--- src/rtl/cyclic_decoder_systematic_if.sv ---
// Bit-serial link between the receive line and the (15,11) cyclic decoder.
// in_valid qualifies in_bit on each rising edge; there is no ready, and out_valid has no backpressure.
interface cyclic_decoder_systematic_if #(
   parameter int ERRCNT_W = 16
) ();
   logic                in_valid;
   logic                in_bit;
   logic                out_valid;
   logic                out_bit;
   logic                out_last;
   logic                blk_done;
   logic                err_flag;
   logic [3:0]          err_pos;
   logic [ERRCNT_W-1:0] err_count;

   modport master (
      output in_valid, in_bit,
      input  out_valid, out_bit, out_last, blk_done, err_flag, err_pos, err_count
   );

   modport slave (
      input  in_valid, in_bit,
      output out_valid, out_bit, out_last, blk_done, err_flag, err_pos, err_count
   );
endinterface

--- src/rtl/cyclic_decoder_systematic.sv ---
// Serial single-error-correcting decoder for the systematic (15,11) cyclic code, g(x) = x^4 + x + 1.
// Syndrome is built on the fly; the corrected word is shifted out MSB first on completion.
module cyclic_decoder_systematic #(
   parameter int OUT_PARITY = 0,
   parameter int ERRCNT_W   = 16
) (
   input  logic                        clk,
   input  logic                        reset,
   cyclic_decoder_systematic_if.slave  bus,
   output logic                        dbg_tx_state
);

   localparam logic [3:0] OUT_LEN  = (OUT_PARITY != 0) ? 4'd15 : 4'd11;
   localparam logic [3:0] OUT_LAST = OUT_LEN - 4'd1;

   typedef enum logic {TX_IDLE = 1'b0, TX_RUN = 1'b1} tx_state_t;

   tx_state_t           tx_state_q, tx_state_d;
   logic [3:0]          tx_cnt_q, tx_cnt_d;
   logic [14:0]         tx_sr_q, tx_sr_d;
   logic [3:0]          rx_cnt_q, rx_cnt_d;
   logic [3:0]          syn_q, syn_d;
   logic [14:0]         rx_buf_q, rx_buf_d;
   logic                out_valid_q, out_valid_d;
   logic                out_bit_q, out_bit_d;
   logic                out_last_q, out_last_d;
   logic                blk_done_q, blk_done_d;
   logic                err_flag_q, err_flag_d;
   logic [3:0]          err_pos_q, err_pos_d;
   logic [ERRCNT_W-1:0] err_count_q, err_count_d;

   logic [3:0]          syn_shift;
   logic [14:0]         buf_shift;
   logic [3:0]          pos;
   logic                syn_nz;
   logic [14:0]         corr_word;

   // Syndrome value s = x^i mod g(x) maps back to the erroneous bit index i.
   function automatic logic [3:0] syn_to_pos(input logic [3:0] s);
      logic [3:0] p;
      case (s)
         4'b0001: p = 4'd0;
         4'b0010: p = 4'd1;
         4'b0100: p = 4'd2;
         4'b1000: p = 4'd3;
         4'b0011: p = 4'd4;
         4'b0110: p = 4'd5;
         4'b1100: p = 4'd6;
         4'b1011: p = 4'd7;
         4'b0101: p = 4'd8;
         4'b1010: p = 4'd9;
         4'b0111: p = 4'd10;
         4'b1110: p = 4'd11;
         4'b1111: p = 4'd12;
         4'b1101: p = 4'd13;
         4'b1001: p = 4'd14;
         default: p = 4'd0;
      endcase
      return p;
   endfunction

   always_comb begin
      tx_state_d  = tx_state_q;
      tx_cnt_d    = tx_cnt_q;
      tx_sr_d     = tx_sr_q;
      rx_cnt_d    = rx_cnt_q;
      syn_d       = syn_q;
      rx_buf_d    = rx_buf_q;
      out_valid_d = 1'b0;
      out_bit_d   = 1'b0;
      out_last_d  = 1'b0;
      blk_done_d  = 1'b0;
      err_flag_d  = err_flag_q;
      err_pos_d   = err_pos_q;
      err_count_d = err_count_q;

      syn_shift = {syn_q[2:0], bus.in_bit} ^ (syn_q[3] ? 4'b0011 : 4'b0000);
      buf_shift = {rx_buf_q[13:0], bus.in_bit};
      syn_nz    = (syn_shift != 4'b0000);
      pos       = syn_nz ? syn_to_pos(syn_shift) : 4'd0;
      corr_word = syn_nz ? (buf_shift ^ (15'd1 << pos)) : buf_shift;

      case (tx_state_q)
         TX_RUN: begin
            if (tx_cnt_q < OUT_LEN) begin
               out_valid_d = 1'b1;
               out_bit_d   = tx_sr_q[14];
               out_last_d  = (tx_cnt_q == OUT_LAST);
               tx_sr_d     = {tx_sr_q[13:0], 1'b0};
               tx_cnt_d    = tx_cnt_q + 4'd1;
            end else begin
               tx_state_d = TX_IDLE;
            end
         end
         default: tx_state_d = TX_IDLE;
      endcase

      if (bus.in_valid) begin
         syn_d    = syn_shift;
         rx_buf_d = buf_shift;
         if (rx_cnt_q == 4'd14) begin
            rx_cnt_d   = 4'd0;
            syn_d      = 4'b0000;
            blk_done_d = 1'b1;
            err_flag_d = syn_nz;
            err_pos_d  = pos;
            if (syn_nz && (err_count_q != {ERRCNT_W{1'b1}}))
               err_count_d = err_count_q + ERRCNT_W'(1);
            // A load overrides the TX branch: the previous block has always finished by now.
            tx_state_d  = TX_RUN;
            out_valid_d = 1'b1;
            out_bit_d   = corr_word[14];
            out_last_d  = 1'b0;
            tx_sr_d     = {corr_word[13:0], 1'b0};
            tx_cnt_d    = 4'd1;
         end else begin
            rx_cnt_d = rx_cnt_q + 4'd1;
         end
      end
   end

   always_ff @(posedge clk) begin
      if (reset) begin
         tx_state_q  <= TX_IDLE;
         tx_cnt_q    <= 4'd0;
         tx_sr_q     <= 15'd0;
         rx_cnt_q    <= 4'd0;
         syn_q       <= 4'b0000;
         rx_buf_q    <= 15'd0;
         out_valid_q <= 1'b0;
         out_bit_q   <= 1'b0;
         out_last_q  <= 1'b0;
         blk_done_q  <= 1'b0;
         err_flag_q  <= 1'b0;
         err_pos_q   <= 4'd0;
         err_count_q <= '0;
      end else begin
         tx_state_q  <= tx_state_d;
         tx_cnt_q    <= tx_cnt_d;
         tx_sr_q     <= tx_sr_d;
         rx_cnt_q    <= rx_cnt_d;
         syn_q       <= syn_d;
         rx_buf_q    <= rx_buf_d;
         out_valid_q <= out_valid_d;
         out_bit_q   <= out_bit_d;
         out_last_q  <= out_last_d;
         blk_done_q  <= blk_done_d;
         err_flag_q  <= err_flag_d;
         err_pos_q   <= err_pos_d;
         err_count_q <= err_count_d;
      end
   end

   assign bus.out_valid  = out_valid_q;
   assign bus.out_bit    = out_bit_q;
   assign bus.out_last   = out_last_q;
   assign bus.blk_done   = blk_done_q;
   assign bus.err_flag   = err_flag_q;
   assign bus.err_pos    = err_pos_q;
   assign bus.err_count  = err_count_q;
   assign dbg_tx_state   = tx_state_q;

endmodule

--- src/flat_wrapper.sv ---
// flat-port wrapper written by rule: the top's interface ports become plain ports
module cyclic_decoder_systematic_flat 
#(
   parameter int OUT_PARITY = 0,
   parameter int ERRCNT_W   = 16
)
  (clk, reset, dbg_tx_state, bus_in_valid, bus_in_bit, bus_out_valid, bus_out_bit, bus_out_last, bus_blk_done, bus_err_flag, bus_err_pos, bus_err_count);
  cyclic_decoder_systematic_if #(.ERRCNT_W(ERRCNT_W)) bus_i ();
  input  logic clk;
  input  logic reset;
  output logic dbg_tx_state;
  input wire logic [$bits(bus_i.in_valid)-1:0] bus_in_valid;
  input wire logic [$bits(bus_i.in_bit)-1:0] bus_in_bit;
  output wire logic [$bits(bus_i.out_valid)-1:0] bus_out_valid;
  output wire logic [$bits(bus_i.out_bit)-1:0] bus_out_bit;
  output wire logic [$bits(bus_i.out_last)-1:0] bus_out_last;
  output wire logic [$bits(bus_i.blk_done)-1:0] bus_blk_done;
  output wire logic [$bits(bus_i.err_flag)-1:0] bus_err_flag;
  output wire logic [$bits(bus_i.err_pos)-1:0] bus_err_pos;
  output wire logic [$bits(bus_i.err_count)-1:0] bus_err_count;
  assign bus_i.in_valid = bus_in_valid;
  assign bus_i.in_bit = bus_in_bit;
  assign bus_out_valid = bus_i.out_valid;
  assign bus_out_bit = bus_i.out_bit;
  assign bus_out_last = bus_i.out_last;
  assign bus_blk_done = bus_i.blk_done;
  assign bus_err_flag = bus_i.err_flag;
  assign bus_err_pos = bus_i.err_pos;
  assign bus_err_count = bus_i.err_count;
  cyclic_decoder_systematic #(.OUT_PARITY(OUT_PARITY), .ERRCNT_W(ERRCNT_W)) u_core (.clk(clk), .reset(reset), .bus(bus_i), .dbg_tx_state(dbg_tx_state));
endmodule
--- config.mk ---
export PLATFORM = sky130hd
export DESIGN_NAME = cyclic_decoder_systematic_flat
export DESIGN_NICKNAME = d
export VERILOG_FILES = /design/src/rtl/cyclic_decoder_systematic_if.sv /design/src/rtl/cyclic_decoder_systematic.sv /design/src/flat_wrapper.sv
export SDC_FILE = /design/constraint.sdc
export NUM_CORES = 1
export LEC_CHECK = 0
export CAP_MARGIN = 20
export CORE_ASPECT_RATIO = 1.75
export CORE_MARGIN = 2
export CORE_UTILIZATION = 50
export CTS_BUF_LIST = sky130_fd_sc_hd__clkbuf_16
export CTS_CLUSTER_SIZE = 14
export DETAILED_ROUTE_END_ITERATION = 6
export MAX_ROUTING_LAYER = met4
export PLACE_DENSITY_LB_ADDON = 0.08
export REMOVE_ABC_BUFFERS = 1
export SYNTH_ARGS = -nofsm -noshare
export SYNTH_HDL_FRONTEND = slang
export SYNTH_SLANG_ARGS = --single-unit
--- constraint.sdc ---
create_clock -name clk -period 3.3 [get_ports clk]
set_input_delay 0.495 -clock clk [delete_from_list [all_inputs] [get_ports clk]]
set_output_delay 0.495 -clock clk [all_outputs]
set_load 0.01 [all_outputs]
After elaboration in Yosys (flattened, before gate mapping)

Memory sizes are Yosys's and may differ from the RTL's.
Index checks and enable logic that the tools add are counted.

$add $sub $neg: 3
$lt $le $gt $ge: 1
Eq/ne operators: 3
Shift operators: 1
Mux-type cells: 26
Bitwise logic cells: 3
Reduce and logical (&&, ||, !) cells: 5

Operators by type and width:

| kind                                                               | count |
|---|---|
| 15-bit two-way mux                                                 | 5 |
| 4-bit two-way mux                                                  | 7 |
| 16-bit by 1-bit adder with 16-bit output, second input constant    | 1 |
| 16-bit != test, second input constant                              | 1 |
| 1-bit by 4-bit left shift with 15-bit output, first input constant | 1 |
| 15-bit bitwise XOR                                                 | 1 |
| 1-bit two-way mux                                                  | 13 |
| 4-bit by 1-bit adder with 4-bit output, second input constant      | 2 |
| 4-bit == test, second input constant                               | 2 |
| 4-bit < comparator, second input constant                          | 1 |
| 4-bit nonzero test                                                 | 1 |
| 4-bit by 2-bit bitwise XOR with 4-bit output                       | 1 |
| 3-bit AND reduction                                                | 1 |
| 2-bit two-way mux                                                  | 1 |
| 2-bit AND reduction                                                | 1 |
| 2-bit OR reduction                                                 | 1 |
| 1-bit logical AND                                                  | 1 |
| 1-bit inverter                                                     | 1 |

Bits in registers: 66
Bits in read-only memories: 64
Word-level logic and storage cells: 55
Memories: 1

Memory list:

| memory           | words | bits a word | rd ports | clocked after memory_dff | write ports | line                            | source |
|---|---|---|---|---|---|---|---|
| (name not given) | 16    | 4           | 1        | 0                        | 0           | cyclic_decoder_systematic.sv:41 | `case (s)` |

Longest topological paths before layout

Depth after elaboration: 9
Gate-level depth with buffers: 12

Least setup slack after synthesis

No wires, ideal clock.

Path type: input -> register
Start: input port bus_in_bit
End: register u_core.tx_sr_q[2]
Library setup time: 0.074 ns
Arrival: 2.645 ns
Required time: 3.226 ns
Setup slack: 0.581 ns
Stages on the path: 11
Path through: buf_6 -> buf_2 -> xor2_1 -> inv_1 -> ha_1 -> nor2_1 -> a21oi_1 -> o21ai_0 -> nor2_1 -> or4_1 -> a31oi_1

Cells in the longest elaborated chain, start to end: 8
Elaborated cells on any way between the ends: 9
Classes of those cells: shift (1); mux (4); bitwise (2); reduce/logical (1); memory (1)

Ends and longest elaborated chain:

| item                                                    | line                             | source |
|---|---|---|
| from (decl)                                             | flat_wrapper.sv:13               | `input wire logic [$bits(bus_i.in_bit)-1:0] bus_in_bit;` |
| 4-bit by 2-bit bitwise XOR with 4-bit output (*)        | cyclic_decoder_systematic.sv:77  | `syn_shift = {syn_q[2:0], bus.in_bit} ^ (syn_q[3] ? 4'b0011 : 4'b0000);` |
| memory 16 x 4 bit or 4-bit nonzero test (tied branches) | -                                |  |
| 4-bit two-way mux                                       | cyclic_decoder_systematic.sv:80  | `pos = syn_nz ? syn_to_pos(syn_shift) : 4'd0;` |
| 1-bit by 4-bit left shift with 15-bit output            | cyclic_decoder_systematic.sv:81  | `corr_word = syn_nz ? (buf_shift ^ (15'd1 << pos)) : buf_shift;` |
| 15-bit bitwise XOR                                      | cyclic_decoder_systematic.sv:81  |  |
| 15-bit two-way mux (*)                                  | cyclic_decoder_systematic.sv:81  |  |
| 15-bit two-way mux (*)                                  | cyclic_decoder_systematic.sv:101 | `if (rx_cnt_q == 4'd14) begin` |
| 15-bit two-way mux (*)                                  | cyclic_decoder_systematic.sv:98  | `if (bus.in_valid) begin` |
| to (signal assigned)                                    | cyclic_decoder_systematic.sv:140 | `tx_sr_q <= tx_sr_d;` |
| to (decl)                                               | cyclic_decoder_systematic.sv:20  | `logic [14:0] tx_sr_q, tx_sr_d;` |

Mark *: on every way between the ends. The rest lies on a longest branch, timed or not.
A chain may end at the register's enable or synchronous reset.

Final worst setup path

Same ends and word-level chain as after synthesis.

==> results_dict.tcl <==
set metrics [dict create \
    status "finished, final reports clean" \
    netlist_top_cells_count "sky130_fd_sc_hd__dfxtp_1, sky130_fd_sc_hd__nor2_1, sky130_fd_sc_hd__nand2_1, sky130_fd_sc_hd__a21oi_1, sky130_fd_sc_hd__xnor2_1" \
    drtPass1Iterations 4 \
    skew_ns 0.005910 \
    peakVddDrop_v 0.0003279 \
    netlist.top_cell.by_area "sky130_fd_sc_hd__dfxtp_1" \
    drt_drc_violations_left 0 \
    post_cts_buffers 0 \
    vias_in_the_first_global_route 2921 \
    port-buffer-count 29 \
    reg_to_reg_setup_timing_slack_ns 0.60 \
    timing_worst_slew_pin_value_ns 0.7251 \
    worst_ep_arrival_time_ns 3.06 \
    timing.final.setup_violations 0 \
    setup.worst_path.class "in -> reg" \
    core_area_sq_um 6756 \
    hpwlAfterDp_um 5963 \
    totalPowerFinal_uw 1729 \
    synth_ff_type "sky130_fd_sc_hd__dfxtp_1" \
    tritoncts "built" \
    startpoint_class_of_the_critical_path "input pin" \
    synth.lib_cells_used.distinct 52 \
    root_buffer "sky130_fd_sc_hd__clkbuf_16" \
    drv_cap 0 \
    vias 3100 \
    avgSynthCellArea_sq_um 8.179 \
    synth_area_leaders "sky130_fd_sc_hd__dfxtp_1, sky130_fd_sc_hd__nor2_1, sky130_fd_sc_hd__nand2_1" \
    timing.hold.ws_ns 0.4403 \
    layout-drive-gt1-share_pct 9.821 \
    maxSlewHeadroom_pct 51.66 \
    storage_cell_area_sq_um 1321 \
    cellLeakagePower_uw 0.001387 \
    htree_levels 3 \
    fp.dieW_um 66.58 \
    critical_path.max_fanout 8 \
    vert_die_dim_um 113.5 \
    numCtsBuffers 9 \
    yosysTopAreaCellShare_pct 38.55 \
    insertedDiodeCount 0 \
    nFillCells 649 \
    antenna_violations_before_repair 0 \
    wl_um 8093 \
    grt_max_degree 36 \
    global_routing_s_busiest_layer "met2" \
    met1_track_demand_over_resource_pct 23.16 \
    design.portCount 30 \
    timing.rr.start "u_core.syn_q[3]" \
    postSynthCellCount 419 \
    initial_utilization_pct 50.72 \
    hold_viol 0 \
    first_iter_violations 157 \
    timing.hold.worst.class "reg -> reg" \
    met2_usage_pct 44.20 \
    detail-route-antenna-nets 0 \
    finalCritPeriodShare_pct 84.74 \
    synth_async_sr_flop_share_pct 0 \
    post_drt_wl_per_cell_um 15.21 \
    hold_start "u_core.tx_sr_q[0]" \
    grt_first_pass_wirelength_um 13370 \
    syn2layout_area_growth_pct 17.82 \
    post_synth_edffs 0 \
    ys_warn_count 0 \
    gp_congestion 0.9883 \
    syn-cell-area_sq_um 3427 \
    cts.sinks 66 \
    cell_row_count 40 \
    fin_tns_setup_ns 0 \
    grt.overflow.total 0 \
    endpoint_kind "register" \
    area_taken_by_multi_input_logic_gates_sq_um 1941 \
    setup_repair_after_global_routing_missed_its_margin "false" \
    clock_latency_ns 0.33 \
    report.final.slew_viol_count 0 \
    ys_seq_elements 66 \
    period_needed_ns 2.797 \
    finish.net_count 451 \
    postCtsResizedCells 0 \
    fmax_ghz 0.3576 \
    path_clk_slew_ns 0.05 \
    clock_path_buffers 2 \
    synth-seq-area-share_pct 38.55 \
    ctsHoldBuffers 0 \
    timing.critical_path.required_ns 3.56 \
    detail_route.vias_per_cell 5.827 \
    timing.critical_path.from "bus_in_bit" \
    gr-usage-met3_pct 4.241 \
    dieArea_sq_um 7558 \
    grt_usage_pct 23.97 \
    powerDensity_nw_per_um2 428.3 \
    synth.most_common_cell "sky130_fd_sc_hd__dfxtp_1" \
]
critical path: stages:
cell and delay [ns]:
sky130_fd_sc_hd__clkdlybuf4s50_1 0.49, sky130_fd_sc_hd__xor2_1 0.18, sky130_fd_sc_hd__inv_1 0.06, sky130_fd_sc_hd__ha_1 0.31, sky130_fd_sc_hd__nor2_1 0.23, sky130_fd_sc_hd__a31oi_1 0.12, sky130_fd_sc_hd__a21oi_1 0.20, sky130_fd_sc_hd__nand3_1 0.27
sky130_fd_sc_hd__or4_1 0.54, sky130_fd_sc_hd__a31oi_1 0.16
power by group:
part,internal [uW],switching [uW],total [uW]
Sequential,803,7.08,810
Combinational,40.3,71.1,111
Clock,490,318,808
routing by layer:
| layer | share of wire (%) | wire length (um) |
|---|---|---|
| met1 | 38 | 3086 |
| met2 | 56 | 4547 |
| met3 | 2.7 | 216 |
| met4 | 3.0 | 242 |
| met5 | 0 | 0 |
metrics by stage:
step / instance area [sq um] / instances / utilization, % / setup WS (ns)
after floorplan: 3296 / 390 / - / 0.7084
after global placement: 3784 / 516 / 56.00 / 0.2013
after detailed placement: 3784 / 516 / 56.00 / 0.1722
after CTS: 4038 / 532 / 59.76 / 0.5085
after global routing: 4038 / 532 / 59.76 / 0.2267
final: 4038 / 532 / 59.76 / 0.5034
layout by cell type (no fill, tap or decap), types with 3 or more instances in the layout:
cell type | netlist | routed
sky130_fd_sc_hd__clkdlybuf4s50_1 | 0 | 28
sky130_fd_sc_hd__xor2_1 | 9 | 9
sky130_fd_sc_hd__clkinv_1 | 0 | 3
sky130_fd_sc_hd__a31oi_1 | 10 | 10
sky130_fd_sc_hd__and3_1 | 4 | 4
sky130_fd_sc_hd__xnor2_1 | 17 | 17
sky130_fd_sc_hd__clkbuf_16 | 0 | 9
sky130_fd_sc_hd__dfxtp_1 | 66 | 66
sky130_fd_sc_hd__a21oi_1 | 28 | 28
sky130_fd_sc_hd__nand2_1 | 45 | 45
sky130_fd_sc_hd__a311oi_1 | 3 | 3
sky130_fd_sc_hd__or3_1 | 11 | 11
sky130_fd_sc_hd__a31o_2 | 14 | 14
sky130_fd_sc_hd__nor3b_1 | 3 | 3
sky130_fd_sc_hd__o21ai_0 | 15 | 15
sky130_fd_sc_hd__or4_1 | 3 | 3
sky130_fd_sc_hd__a211oi_1 | 9 | 9
sky130_fd_sc_hd__ha_1 | 4 | 4
sky130_fd_sc_hd__nor4_1 | 5 | 5
sky130_fd_sc_hd__mux2i_1 | 16 | 16
sky130_fd_sc_hd__nand3_1 | 8 | 8
sky130_fd_sc_hd__nand2b_1 | 3 | 3
sky130_fd_sc_hd__a22oi_1 | 4 | 4
sky130_fd_sc_hd__o31ai_1 | 3 | 3
sky130_fd_sc_hd__inv_1 | 9 | 11
sky130_fd_sc_hd__a211o_1 | 3 | 3
sky130_fd_sc_hd__buf_4 | 1 | 13
sky130_fd_sc_hd__nand4_1 | 8 | 8
sky130_fd_sc_hd__nor2_1 | 48 | 48
sky130_fd_sc_hd__nor3_1 | 12 | 12
sequential cells by signal (all words and copies together) (netlist names):
register	cells
u_core.bus.blk_done	1
u_core.bus.err_count	16
u_core.bus.err_flag	1
u_core.bus.err_pos	4
u_core.bus.out_bit	1
u_core.bus.out_last	1
u_core.dbg_tx_state	1
u_core.rx_buf_q	14
u_core.rx_cnt_q	4
u_core.syn_q	4
u_core.tx_cnt_q	4
u_core.tx_sr_q	15
cells by family (layout without fill, tap and decap cells):
| group | Yosys count | in the layout | share of synthesized area [%] |
|---|---|---|---|
| mux | 16 | 16 | 4.673 |
| compound gates | 103 | 103 | 20.08 |
| flops | 66 | 66 | 38.55 |
| buf+inv | 38 | 67 | 4.819 |
| fa+ha+maj | 4 | 4 | 1.460 |
| xor+xnor | 26 | 26 | 6.645 |
| simple gates | 166 | 166 | 23.77 |
worst paths after layout:
path                            end  cells after the start
setup / recovery  u_core.tx_sr_q[2]                     10
hold / removal    u_core.tx_sr_q[0]                      2
setup reg to reg  u_core.tx_sr_q[2]                      9
hold reg to reg   u_core.tx_sr_q[0]                      2
cell type report:
| cell class | count | area share [%] |
|---|---|---|
| clock inverters | 7 | 0.7127 |
| inverters | 9 | 0.8367 |
| clock buffers | 9 | 5.578 |
| well taps | 84 | 2.603 |
| multi-input cells | 315 | 48.06 |
| repair buffers | 42 | 9.482 |
| flip-flops and latches | 66 | 32.72 |
Power figures use the tool's default switching activity.
